==> src/rtl/puf_response_ctrl.sv <==
// -----------------------------------------------------------------------------
// puf_response_ctrl
//
// Measurement sequencer and response assembler for a paired ring-oscillator
// PUF. For each response bit it clears both bank counters, enables the
// oscillators for a fixed window, lets the counts settle, then compares
// bank A against bank B. NBITS such bits are packed into one response word
// and handed off with a valid/ack handshake.
//
// Parameters
//   CNT_W          width of each bank count input
//   NBITS          response bits per request (1..32)
//   WINDOW_CYCLES  clk cycles osc_en is high per bit (>=1)
//   SETTLE_CYCLES  clk cycles after osc_en falls before counts are sampled (>=1)
//
// Ports
//   clk         in   1      system clock
//   rst_n       in   1      asynchronous active-low reset
//   start       in   1      request a response (only honoured in IDLE)
//   chal_base   in   5      first challenge, latched on an accepted start
//   cnt_a       in   CNT_W  count from bank A
//   cnt_b       in   CNT_W  count from bank B
//   osc_en      out  1      oscillator enable to both banks
//   cnt_clr     out  1      counter clear to both banks, active high
//   chal        out  5      current challenge select to both banks
//   busy        out  1      high in every state except IDLE
//   resp        out  NBITS  response word; bit i = result for chal_base+i
//   resp_valid  out  1      response available
//   resp_ack    in   1      consumer accepts the response
//   tie         out  1      sticky: some bit of this response saw cnt_a == cnt_b
// -----------------------------------------------------------------------------
module puf_response_ctrl #(
    parameter int CNT_W         = 8,
    parameter int NBITS         = 8,
    parameter int WINDOW_CYCLES = 1024,
    parameter int SETTLE_CYCLES = 4
) (
    input  logic             clk,
    input  logic             rst_n,
    input  logic             start,
    input  logic [4:0]       chal_base,
    input  logic [CNT_W-1:0] cnt_a,
    input  logic [CNT_W-1:0] cnt_b,
    output logic             osc_en,
    output logic             cnt_clr,
    output logic [4:0]       chal,
    output logic             busy,
    output logic [NBITS-1:0] resp,
    output logic             resp_valid,
    input  logic             resp_ack,
    output logic             tie
);

    // The phase timer must hold the longest phase length without wrapping.
    localparam int TMR_MAX = (WINDOW_CYCLES > SETTLE_CYCLES) ? WINDOW_CYCLES : SETTLE_CYCLES;
    localparam int TMR_W   = $clog2(TMR_MAX + 2);
    localparam int BIDX_W  = (NBITS > 1) ? $clog2(NBITS) : 1;

    localparam logic [TMR_W-1:0]  CLR_LAST  = TMR_W'(1);
    localparam logic [TMR_W-1:0]  RUN_LAST  = TMR_W'(WINDOW_CYCLES - 1);
    localparam logic [TMR_W-1:0]  SET_LAST  = TMR_W'(SETTLE_CYCLES - 1);
    localparam logic [BIDX_W-1:0] BIDX_LAST = BIDX_W'(NBITS - 1);

    typedef enum logic [2:0] {
        S_IDLE,
        S_CLEAR,
        S_RUN,
        S_SETTLE,
        S_COMPARE,
        S_DONE
    } state_t;

    state_t             r_state;
    state_t             w_state_nxt;

    logic [TMR_W-1:0]   r_timer;
    logic [BIDX_W-1:0]  r_bit_idx;
    logic [4:0]         r_chal;
    logic [NBITS-1:0]   r_resp;
    logic               r_tie;
    logic               r_osc_en;
    logic               r_cnt_clr;
    logic               r_resp_valid;

    logic               w_tmr_done;
    logic               w_last_bit;
    logic               w_start_acc;
    logic               w_ack_acc;
    logic               w_a_gt_b;
    logic               w_a_eq_b;

    assign w_last_bit  = (r_bit_idx == BIDX_LAST);
    assign w_start_acc = (r_state == S_IDLE) && start;
    // Ack is only taken once resp_valid is actually visible to the consumer.
    assign w_ack_acc   = (r_state == S_DONE) && r_resp_valid && resp_ack;
    assign w_a_gt_b    = (cnt_a > cnt_b);
    assign w_a_eq_b    = (cnt_a == cnt_b);

    // ------------------------------------------------------------------
    // Phase timer end detection
    // ------------------------------------------------------------------
    always_comb begin
        w_tmr_done = 1'b0;
        case (r_state)
            S_CLEAR:  w_tmr_done = (r_timer == CLR_LAST);
            S_RUN:    w_tmr_done = (r_timer == RUN_LAST);
            S_SETTLE: w_tmr_done = (r_timer == SET_LAST);
            default:  w_tmr_done = 1'b0;
        endcase
    end

    // ------------------------------------------------------------------
    // FSM: state register
    // ------------------------------------------------------------------
    always_ff @(posedge clk or negedge rst_n) begin
        if (!rst_n) begin
            r_state <= S_IDLE;
        end else begin
            r_state <= w_state_nxt;
        end
    end

    // ------------------------------------------------------------------
    // FSM: next state
    // ------------------------------------------------------------------
    always_comb begin
        w_state_nxt = r_state;
        case (r_state)
            S_IDLE: begin
                if (w_start_acc) begin
                    w_state_nxt = S_CLEAR;
                end
            end
            S_CLEAR: begin
                if (w_tmr_done) begin
                    w_state_nxt = S_RUN;
                end
            end
            S_RUN: begin
                if (w_tmr_done) begin
                    w_state_nxt = S_SETTLE;
                end
            end
            S_SETTLE: begin
                if (w_tmr_done) begin
                    w_state_nxt = S_COMPARE;
                end
            end
            S_COMPARE: begin
                w_state_nxt = w_last_bit ? S_DONE : S_CLEAR;
            end
            S_DONE: begin
                if (w_ack_acc) begin
                    w_state_nxt = S_IDLE;
                end
            end
            default: begin
                w_state_nxt = S_IDLE;
            end
        endcase
    end

    // ------------------------------------------------------------------
    // Phase timer: restarts from zero on every state change
    // ------------------------------------------------------------------
    always_ff @(posedge clk or negedge rst_n) begin
        if (!rst_n) begin
            r_timer <= '0;
        end else if (w_state_nxt != r_state) begin
            r_timer <= '0;
        end else if ((r_state == S_CLEAR) || (r_state == S_RUN) || (r_state == S_SETTLE)) begin
            r_timer <= r_timer + TMR_W'(1);
        end
    end

    // ------------------------------------------------------------------
    // Registered bank controls and handshake.
    // Every registered output follows the state with one cycle of lag, so
    // the phase lengths are preserved and the counts have been frozen for
    // exactly SETTLE_CYCLES cycles when COMPARE samples them.
    // ------------------------------------------------------------------
    always_ff @(posedge clk or negedge rst_n) begin
        if (!rst_n) begin
            r_osc_en     <= 1'b0;
            r_cnt_clr    <= 1'b0;
            r_resp_valid <= 1'b0;
        end else begin
            r_osc_en     <= (r_state == S_RUN);
            r_cnt_clr    <= (r_state == S_CLEAR);
            r_resp_valid <= (r_state == S_DONE) && !w_ack_acc;
        end
    end

    // ------------------------------------------------------------------
    // Challenge stepping and response assembly
    // ------------------------------------------------------------------
    always_ff @(posedge clk or negedge rst_n) begin
        if (!rst_n) begin
            r_chal    <= '0;
            r_bit_idx <= '0;
            r_resp    <= '0;
            r_tie     <= 1'b0;
        end else begin
            case (r_state)
                S_IDLE: begin
                    if (w_start_acc) begin
                        r_chal    <= chal_base;
                        r_bit_idx <= '0;
                        r_resp    <= '0;
                        r_tie     <= 1'b0;
                    end
                end
                S_COMPARE: begin
                    r_resp[r_bit_idx] <= w_a_gt_b;
                    if (w_a_eq_b) begin
                        r_tie <= 1'b1;
                    end
                    if (!w_last_bit) begin
                        // 5-bit add wraps challenge 31 back to 0
                        r_chal    <= r_chal + 5'd1;
                        r_bit_idx <= r_bit_idx + BIDX_W'(1);
                    end
                end
                default: begin
                end
            endcase
        end
    end

    // ------------------------------------------------------------------
    // Outputs
    // ------------------------------------------------------------------
    assign osc_en     = r_osc_en;
    assign cnt_clr    = r_cnt_clr;
    assign chal       = r_chal;
    assign busy       = (r_state != S_IDLE);
    assign resp       = r_resp;
    assign resp_valid = r_resp_valid;
    assign tie        = r_tie;

endmodule

==> config.mk <==
export PLATFORM = sky130hd
export DESIGN_NAME = puf_response_ctrl
export DESIGN_NICKNAME = d
export VERILOG_FILES = /design/src/rtl/puf_response_ctrl.sv
export SDC_FILE = /design/constraint.sdc
export NUM_CORES = 1
export LEC_CHECK = 0
export CAP_MARGIN = 20
export CORE_MARGIN = 1
export CORE_UTILIZATION = 51
export CTS_BUF_LIST = sky130_fd_sc_hd__clkbuf_16
export CTS_CLUSTER_DIAMETER = 100
export DETAILED_ROUTE_END_ITERATION = 6
export GPL_TIMING_DRIVEN = 0
export PLACE_DENSITY = 0.83
export SLEW_MARGIN = 5
export SYNTH_ARGS = -nofsm -noshare
export SYNTH_HDL_FRONTEND = slang
export SYNTH_SLANG_ARGS = --single-unit
==> constraint.sdc <==
create_clock -name clk -period 1.9 [get_ports clk]
set_input_delay 0.19 -clock clk [delete_from_list [all_inputs] [get_ports clk]]
set_output_delay 0.19 -clock clk [all_outputs]
set_load 0.005 [all_outputs]
### Word-level counts from Yosys, hierarchy flattened

Index checks and enable logic that the tools add are counted.

| operators by class | value |
|---|---|
| $add $sub $neg | 3 |
| $lt $le $gt $ge | 3 |
| equality and inequality tests | 14 |
| muxes and demuxes | 24 |
| reduce and logical (&&, ||, !) cells | 15 |

Operator list:

| kind | count |
|---|---|
| 2-to-1 mux 3 bit | 8 |
| 2-to-1 mux 11 bit | 2 |
| one-hot mux 3 bit (6 select lines) | 1 |
| one-hot mux 8 bit (2 select lines) | 1 |
| adder 11 x 1 -> 11 bit (second input constant) | 1 |
| equality test 11 x 1 -> 1 bit (second input constant) | 1 |
| equality test 11 x 10 -> 1 bit (second input constant) | 1 |
| equality test 11 x 2 -> 1 bit (second input constant) | 1 |
| 2-to-1 mux 5 bit | 2 |
| one-hot mux 5 bit (2 select lines) | 1 |
| equality test 3 bit (second input constant) | 3 |
| bitwise mux 8 bit | 1 |
| equality test 8 bit | 1 |
| > comparator 8 bit | 1 |
| 2-to-1 mux 8 bit | 1 |
| equality test 3 x 2 -> 1 bit (second input constant) | 2 |
| != test 2 bit (second input constant) | 3 |
| one-hot mux 3 bit (2 select lines) | 1 |
| AND reduction 3 bit | 2 |
| adder 5 x 1 -> 5 bit (second input constant) | 1 |
| logical AND 1 bit | 5 |
| less-than comparator 3 x 4 -> 1 bit (second input constant) | 1 |
| nonzero test 2 bit | 2 |
| adder 3 x 1 -> 3 bit (second input constant) | 1 |
| other kinds (12) | 15 |

| word-level totals | value |
|---|---|
| flip-flop bits (word level) | 34 |
| input port bits | 25 |

### Logic depth before layout (Yosys ltp)

Gate-level depths: netlist (run 1).

| depth | value |
|---|---|
| depth after elaboration | 7 |
| mapped depth | 6 |

### Least setup slack after synthesis (run 1)

Ideal clock, no wire load.

| timing path | value |
|---|---|
| kind | register to register |
| from | reg r_timer[6] |
| to | reg r_state[0] |
| setup time | 0.131 ns |
| data arrival time | 1.599 ns |
| setup slack | 0.169 ns |
| stages on the path, launching flop included | 5 |
| cell sequence | dfrtp_1 or4_4 nor4_4 a21oi_1 or3_1 |

| on the way | value |
|---|---|
| cells in the longest elaborated chain, start to end | 4 |

Ends and longest elaborated chain:

| what | RTL line | text |
|---|---|---|
| start, declared | 76 | `logic [TMR_W-1:0] r_timer;` |
| start signal, assigned | 172 | `r_timer <= r_timer + TMR_W'(1);` |
| equality test 11 x 2 -> 1 bit (tied with other cells) | 107 | `S_SETTLE: w_tmr_done = (r_timer == SET_LAST);` |
| one-hot mux 1 bit (3 select lines) (*) | 104 | `case (r_state)` |
| 2-to-1 mux 3 bit, on equally long branches | 145, 135, 140 |  |
| one-hot mux 3 bit (6 select lines) (*) | 128 | `case (r_state)` |
| net w_state_nxt[0] | 74 | `state_t w_state_nxt;` |
| end signal, assigned | 119 | `r_state <= w_state_nxt;` |
| end, declared | 73 | `state_t r_state;` |

Mark *: on every way through the listed nets, which the timed path passes. The rest lies on a longest branch.
A chain may end at the register's enable or synchronous reset.

### Worst setup path in the final report (run 1)

| timing path | value |
|---|---|
| from | reg r_timer[2] |
| to | reg r_state[0] |

The elaborated chain is that of the path after synthesis.

==> results of run 1 <==
-- registers in the layout, summed over array words and instances (netlist names) --
name        count
chal            5
cnt_clr         1
osc_en          1
r_bit_idx       3
r_state         3
r_timer        11
resp            8
resp_valid      1
tie             1
-- report_power, final --
part	leakage, nW	internal [mW]	switching (mW)	total (mW)
clock	0.0663	0.470	0.272	0.742
combinational	0.730	0.666	0.662	1.33
sequential	0.453	0.881	0.164	1.05
total	1.25	2.02	1.10	3.12
-- Yosys cell counts, types with 2 or more instances --
| cell | count |
|---|---|
| buf_2 | 6 |
| o211ai_1 | 2 |
| nor4_1 | 2 |
| xnor2_1 | 3 |
| nor2_1 | 7 |
| a21oi_1 | 10 |
| o21ai_0 | 8 |
| xor2_1 | 9 |
| ha_1 | 12 |
| nor3_1 | 14 |
| mux2i_1 | 6 |
| nor3b_1 | 2 |
| dfrtp_1 | 34 |
| nand3_1 | 17 |
| or4b_1 | 2 |
| or3_1 | 2 |
| nor2b_1 | 7 |
| o21a_1 | 2 |
| nand4_1 | 9 |
| clkbuf_1 | 5 |
| inv_1 | 11 |
| o22ai_1 | 3 |
| nand2_1 | 22 |
-- layer usage --
metal | GRT usage | vias to the layer above | share of wire
li1 | - | 899 | -
met1 | 0.281 | 874 | 0.45
met2 | 0.385 | 66 | 0.48
met3 | 0.0660 | 6 | 0.061
met4 | 0.0815 | 0 | 0.013
met5 | 0 | - | 0
-- worst reg2reg max path: stages (launching register included) --
cell     delay (ns)
dfrtp_2        0.44
or4b_4         0.56
nor4_4         0.28
a21oi_1        0.11
or3_1          0.35
-- stage by stage --
step | TNS (ns) | worst slack [ns] | cell area [um2] | power [mW] | instances
after detailed placement | -0.0870 | -0.0696 | 2510 | 2.27 | 309
after floorplan | 0 | 0.169 | 2040 | 1.82 | 219
after global placement | -1.25 | -0.0665 | 2520 | 2.24 | 309
after CTS | 0 | 0.00230 | 2650 | 3.04 | 317
final | 0 | 0.0316 | 2700 | 3.12 | 321
after global routing | -0.0125 | -0.0105 | 2700 | 3.33 | 321
-- cells by family (layout without fill, tap and decap cells) --
logic type / after synthesis / in the layout / synth area share
muxes: 7 / 7 / 0.0350
buffers and inverters: 22 / 76 / 0.0442
AOI/OAI and AO/OA: 35 / 35 / 0.110
and+or+nand+nor: 97 / 97 / 0.268
adders and majority gates: 12 / 12 / 0.0737
DFF: 34 / 34 / 0.417
xor gates and xnor gates: 12 / 12 / 0.0516
-- how the worst max path moves through the flow --
stage,start,to,slack [ns],depth (start not counted)
6_report,r_timer[2],r_state[0],0.03,4
3_3_place_gp,start,chal[0],-0.07,6
5_1_grt,r_timer[2],r_state[1],-0.01,4
2_1_floorplan,r_timer[6],r_state[0],0.17,4
4_1_cts,r_state[2],busy,0.002,3
3_5_place_dp,start,chal[0],-0.07,6
-- repair_timing --
action | 4_1_cts | 5_1_grt
setup buffers | 0 | 5
cloned | 0 | 0
setup endpoints to repair | 1 | 14
pin swaps | 0 | 1
resized for setup | 2 | 10
-- area by class of cell --
class                           instances  share of cell area
Clock inverter                          3             0.00417
Clock buffer                            5              0.0463
Multi-Input combinational cell        163               0.407
Inverter                               11              0.0153
Sequential cell                        34               0.315
Buffer                                 10              0.0208
Tap cell                               48              0.0222
Timing Repair Buffer                   47               0.169
==> results by stage, run 1 <==
Timing:
- On the final layout, the worst clock skew is 0.00367 ns.
- The time the worst path needs with I/O delays and setup is 1.87 ns.
- Final hold analysis gives a worst-case slack of -0.0125 ns.
- The final hold violation count is 34.
- The final max-slew violation count is 0.
- Setup violations remaining at the end of the flow were counted as 0.
- For the pin with the worst max-slew slack, the measured transition is 0.757 ns.
- Of the available clock period, the critical path in the final layout requires 0.983.
- The worst slew slack as a fraction of its limit is 0.495.
- The peak clock frequency supported by timing is 0.535 GHz.

Yosys:
- Each instance of the synthesized netlist takes up on average 9.31 um2.
- The top cell type's share of synthesized area is 0.417.
- Synthesis produced a netlist whose cell count is 219.
- Among all flip-flop cells after synthesis, the most frequent one is dfrtp_1.
- The netlist uses 47 different library cells.
- The share of flip-flops with an asynchronous set or reset after synthesis is 1.00.
- By area the synthesized netlist is led by dfrtp_1, ha_1, nand3_1.
- The post-synthesis instance area is 2040 um2.
- The sequential area share after synthesis is 0.417.
- The post-synthesis sequential element count is 34.
- Yosys mapped a number of flops with a built-in enable equal to 0.
- The largest total area in the synthesized netlist belongs to dfrtp_1.
- The warning count from the yosys run is 0.
- When the netlist entered floorplanning its net count stood at 256.

Placed design:
- In this run the tool buffered the top-level ports with 42 buffer cells.
- Detailed placement finished with a half-perimeter wire length of 3100 um.
- The congestion estimate from routability-driven global placement came to 0.815.

Run status:
- The run finished, with violations left.
- The final reports fail on negative hold slack.

Worst setup path:
- STA classifies the critical path startpoint as a flop.
- The startpoint of the worst register-to-register path is r_timer[2].
- The startpoint-to-endpoint class of the critical path is flop to flop.
- The endpoint of the most critical register-to-register path is r_state[0].
- The arrival time at the worst endpoint is 2.02 ns.
- The maximum cell stage delay along the critical path is 0.56 ns.
- The cell with the biggest individual delay on the critical path is or4b_4.
- The logic depth of the worst register-to-register path is 4.
- The element type at the critical path end is a flop.
- The setup slack on the worst flop-to-flop path is 0.03 ns.
- The signal on the critical path passes through or4b_4 > nor4_4 > a21oi_1 > or3_1.
- In this run the worst path has a maximum fanout of 6.
- Counting both buffers and inverters, the worst setup path holds a total of 0.
- The data required time at the worst endpoint is 2.05 ns.
- On the critical path the largest part of the delay comes from simple AND/OR/NAND/NOR gates.

Die:
- The number of rows in the core area is 22.
- The area of the core region is 3740 um2.
- The total I/O pin count is 43.
- The die outline area is 4250 um2.
- From bottom edge to top edge, the die measures 65.2 um.
- For this configuration, the core starts out at a cell density of 0.544.
- The width of the chip is 65.2 um.

Final layout:
- In the final layout, the multi-input gates occupy 1100 um2.
- The net total in the final layout is 309.
- Relative to the synthesized area, the layout overhead comes to 32.6%.
- In the layout the commonest cells are clkdlybuf4s50_1, dfrtp_1, nand2_1, nand3_1, nor3_1.
- The area taken by flip-flops and latches is 852 um2.
- In the final layout, the share of cells above drive strength 1 is 0.114.
- Fill cells in the final layout number 273.
- The diode insertion count for antenna repair is 0.
- The share of the core filled with cells in the final layout is 0.722.
- The commonest non-fill, non-tap cell in the layout is clkdlybuf4s50_1.

Power:
- The reported leakage power is 1.25 nW.
- The worst-case IR drop observed on VDD is 0.529 mV.
- The total power density per cell area is 1150 nW/um2.

CTS:
- The clock passes through at most 2 buffers.
- TritonCTS created 5 clock buffers.
- TritonCTS built the clock tree.
- For this design, the sink count on the clock tree is 34.
- The cts-stage hold buffer count is 0.
- The total number of H-tree levels is 2.
- The clock reaches the later pin of the worst-skew pair after 0.27 ns.
- The cell at the root of the clock tree is clkbuf_16.
- After clock tree synthesis, the clock-pin slew on the worst setup and hold paths is 0.05 ns.

Route:
- The DRC violation count after routing is 0.
- In this run, the number of DRC markers left after iteration 0 of detailed routing was 153.
- The routed wire length is 4440 um.
- The detailed router placed 1845 vias in this run.
- The first-pass iteration count of the detailed router is 4.
- Dividing the detail-routed wire length by the instance count gives 13.8 um.
- The vias per cell is 5.75.
- The residual antenna-violating net count after detailed routing is 0.

Min path:
- The worst hold path belongs to the class input pin to asynchronous set/reset pin.

Global route:
- The global-route wire length before repair is 7530 um.
- The pin count of the biggest net entering global routing is 35.
- The via count of the first global-routing pass is 1782.
- The total overflow left after global routing is 0.
- Across every metal layer, demand over resource in global routing totals 0.230.
- The number of antenna violations at the first check in global routing came to 0.

Run:
- The count of maximum capacitance violations is 0.
Power figures use the tool's default switching activity.
==> inputs of run 2 (changes only) <==
CORE_UTILIZATION = 25   (was 51)
PLACE_DENSITY = 0.48   (was 0.83)
==> run 2 against run 1 <==
The flow still finishes with violations (negative hold slack). Sequential share of layout area fell by 1.2 points. Utilization fell by 36 points. Largest power group unchanged. Sequential cell count did not move. Final cell count rose by 17%. Routed wire length rose by 6.5%. Hold slack improved by 0.0041 ns. First-iteration DRC count fell by 63%. Power rose by 8.8%. Via count fell by 2.4%. Critical endpoint unchanged. Clock power rose by 40%.
==> results by stage, run 2 (synthesis gave the netlist of run 1 again) <==
Run status:
- The run finished, with violations left.
- The final reports fail on negative hold slack.

Global route:
- The total global-route track usage is 0.117.
- Entering global routing, the biggest net connects 35 pins.
- The via count of the first global-routing pass is 1636.
- The aggregate global routing overflow is 0.
- The number of antenna violations at the first check in global routing came to 0.
- The first global-routing pass estimated 7960 um of wire.

Worst setup path:
- Data on the critical path is required at its endpoint by 2.05 ns.
- Counting cells, the worst reg-to-reg path comes to 4.
- Of all nets on the critical path, the largest fanout is 6.
- The cell type group with the largest total delay on the critical path is simple AND/OR/NAND/NOR gates.
- The arrival time at the worst endpoint is 2.00 ns.
- The worst setup path is launched from a flop.
- The maximum cell stage delay along the critical path is 0.54 ns.
- The element type at the critical path end is a flop.
- The critical path contains buffers and inverters numbering 0 combined.
- The startpoint-to-endpoint class of the critical path is flop to flop.
- Setup slack on the worst reg-to-reg path comes out at 0.05 ns.
- The startpoint identified for the worst register-to-register timing path is r_timer[3].
- On the critical path, the stage with the largest delay is an instance of or4b_4.
- The endpoint identified for the worst register-to-register timing path is r_state[0].
- The critical path goes through or4b_4 > nor4_4 > a21oi_1 > or3_1.

Timing:
- Final hold analysis gives a worst-case slack of -0.00837 ns.
- The setup clock skew after layout is 0.00963 ns.
- The final max-slew violation count is 0.
- At the pin with the least slew margin, the transition time is 0.788 ns.
- Setup violations remaining at the end of the flow were counted as 0.
- For this run, the top clock speed supported by timing is 0.541 GHz.
- The final clock period utilization by the worst path is 0.974.
- Measured against its own limit, the worst slew margin works out to 0.474.
- The total negative setup slack is 0 ns.
- Counting I/O delays and the setup requirement, the final critical path takes 1.85 ns.
- The final hold violation count is 6.

Route:
- The routed layout has 1801 vias.
- The pre-antenna-repair detailed-routing pass consisted of 5 iterations.
- In the final routed layout, each cell accounts on average for 12.6 um.
- The detail route stage leaves a number of antenna-violating nets equal to 0.
- The DRC violation count after routing is 0.
- The vias per cell is 4.82.
- The first routing iteration left 57 violations.
- After detailed routing, the total wire length is 4730 um.

Run:
- Across the run, the number of max-cap violations was 0.

Power:
- The maximum vdd drop is 0.434 mV.
- The analysis attributes to cell leakage a power of 1.27 nW.
- The share of total power dissipated in combinational logic is 0.385.
- Power spread over the standard cell area amounts to 1200 nW/um2.
- The part of the power in registers is 0.307.
- Of the total power, the clock network draws 0.308.
- The proportion of total power due to net switching is 0.328.
- Internal power comes to 2.28 mW.
- The power dissipated by switching net loads is 1.11 mW.

Final layout:
- The library cell used most frequently in the layout, excluding fill and tap cells, is clkdlybuf4s50_1.
- The layout-stage area growth over the synthesis result is 38.0%.
- The register with the most flip-flops is r_timer.
- In the layout the commonest cells are clkdlybuf4s50_1, dfrtp_1, nand2_1, nand3_1, nor3_1.
- After routing the design area is 2810 um2.
- The diode insertion count for antenna repair is 0.
- The fraction of layout instances using a drive strength above 1 is 0.121.
- The register with the most flip-flops in the layout has 11 of them.
- The net total in the final layout is 308.

Die:
- The initial utilization of the core area, before any placement, comes to 0.261.
- After floorplanning, the core was divided into 32 placement rows.
- The y dimension of the die is 92.3 um.
- The width of the chip is 92.3 um.
- During I/O placement, the number of pins put on the boundary was 43.
- The area of the core region is 7810 um2.
- The die outline area is 8520 um2.

Placed design:
- The post-place instance area is 2580 um2.
- The quantity of I/O buffers inserted on ports is 42.
- Routability-driven placement finished with a final weighted congestion of 0.767.
- Detailed placement finished with a half-perimeter wire length of 3330 um.

CTS:
- In this run the number of H-tree levels came out at 2.
- The source-to-sink clock delay at the later pin of the worst-skew pair is 0.28 ns.
- The number of sinks on the clock net is 34.
- The clock tree from TritonCTS is built.
- The cell at the root of the clock tree is clkbuf_16.
- Clock-pin slew was measured on the worst setup and hold paths at 0.05 ns.
- Counting along the longest clock path gives a buffer depth of 2.
- Clock tree synthesis inserted a total of 5 buffers.

Min path:
- The worst min-delay path class is input pin to asynchronous set/reset pin.
==> run 2: cell count changes in the layout (fill, tap and decap cells not counted), moves of 2 or more <==
cell	change
clkbuf_4	+2
clkinv_1	-2
bufinv_16	+2
buf_4	-2
==> run 2: what timing repair did <==
| item | 4_1_cts | 5_1_grt |
|---|---|---|
| buffers inserted | 1 | 3 |
| setup endpoints to repair | 1 | 14 |
| resized for setup | 2 | 7 |
| hold buffers | 0 | 0 |
| pin swaps | 0 | 1 |
==> run 2: power groups by stage <==
| stage | clock (mW) | sequential, mW | combinational, mW |
|---|---|---|---|
| finish | 1.04 | 1.04 | 1.31 |
| CTS | 1.07 | 1.04 | 1.27 |
| global route | 1.10 | 1.07 | 1.46 |
| floorplan | 0 | 1.02 | 0.796 |
| global placement | 0 | 1.05 | 1.24 |
| detailed placement | 0 | 1.05 | 1.25 |
==> run 2: worst max-delay path by stage <==
stage          startpoint    endpoint  slack (ns)  cells after the start
2_1_floorplan  r_timer[6]  r_state[0]        0.17                      4
3_3_place_gp        rst_n     chal[3]       -0.23                      1
3_5_place_dp        start     chal[0]       -0.13                      6
4_1_cts        r_state[0]        busy       0.007                      3
5_1_grt        r_state[0]     chal[0]    -0.00003                      5
6_report       r_timer[3]  r_state[0]        0.05                      4
==> run 2: layout make-up <==
type	instances	area, um2
fillers	827	4990
inverters	11	41.3
repair buffers	46	448
well taps	102	128
flip-flops and latches	34	853
clock inverters	3	63.8
multi-input cells	163	1100
plain buffers	10	52.6
clock buffers	5	125
==> run 2: per-layer routing <==
layer,vias to the layer above,wire [um],global-route usage
met4,0,72,0.0430
li1,894,-,-
met5,-,0,0
met1,860,2510,0.171
met2,40,1960,0.169
met3,7,189,0.0230
==> run 2: worst reg2reg max path, cell delays in order, from the launching register on <==
cell     delay (ns)
dfrtp_2        0.44
or4b_4         0.54
nor4_4         0.30
a21oi_1        0.10
or3_1          0.34
==> run 2: through the flow <==
step	power (mW)	std cells	util	hold slack, ns	setup slack, ns
detailed placement	2.30	363	0.331	0.326	-0.128
finish	3.39	374	0.360	-0.00837	0.0499
CTS	3.37	372	0.356	0.0314	0.00675
floorplan	1.82	219	-	-0.106	0.169
global placement	2.30	363	0.331	0.461	-0.226
global route	3.63	374	0.360	0.0668	-0.0000346
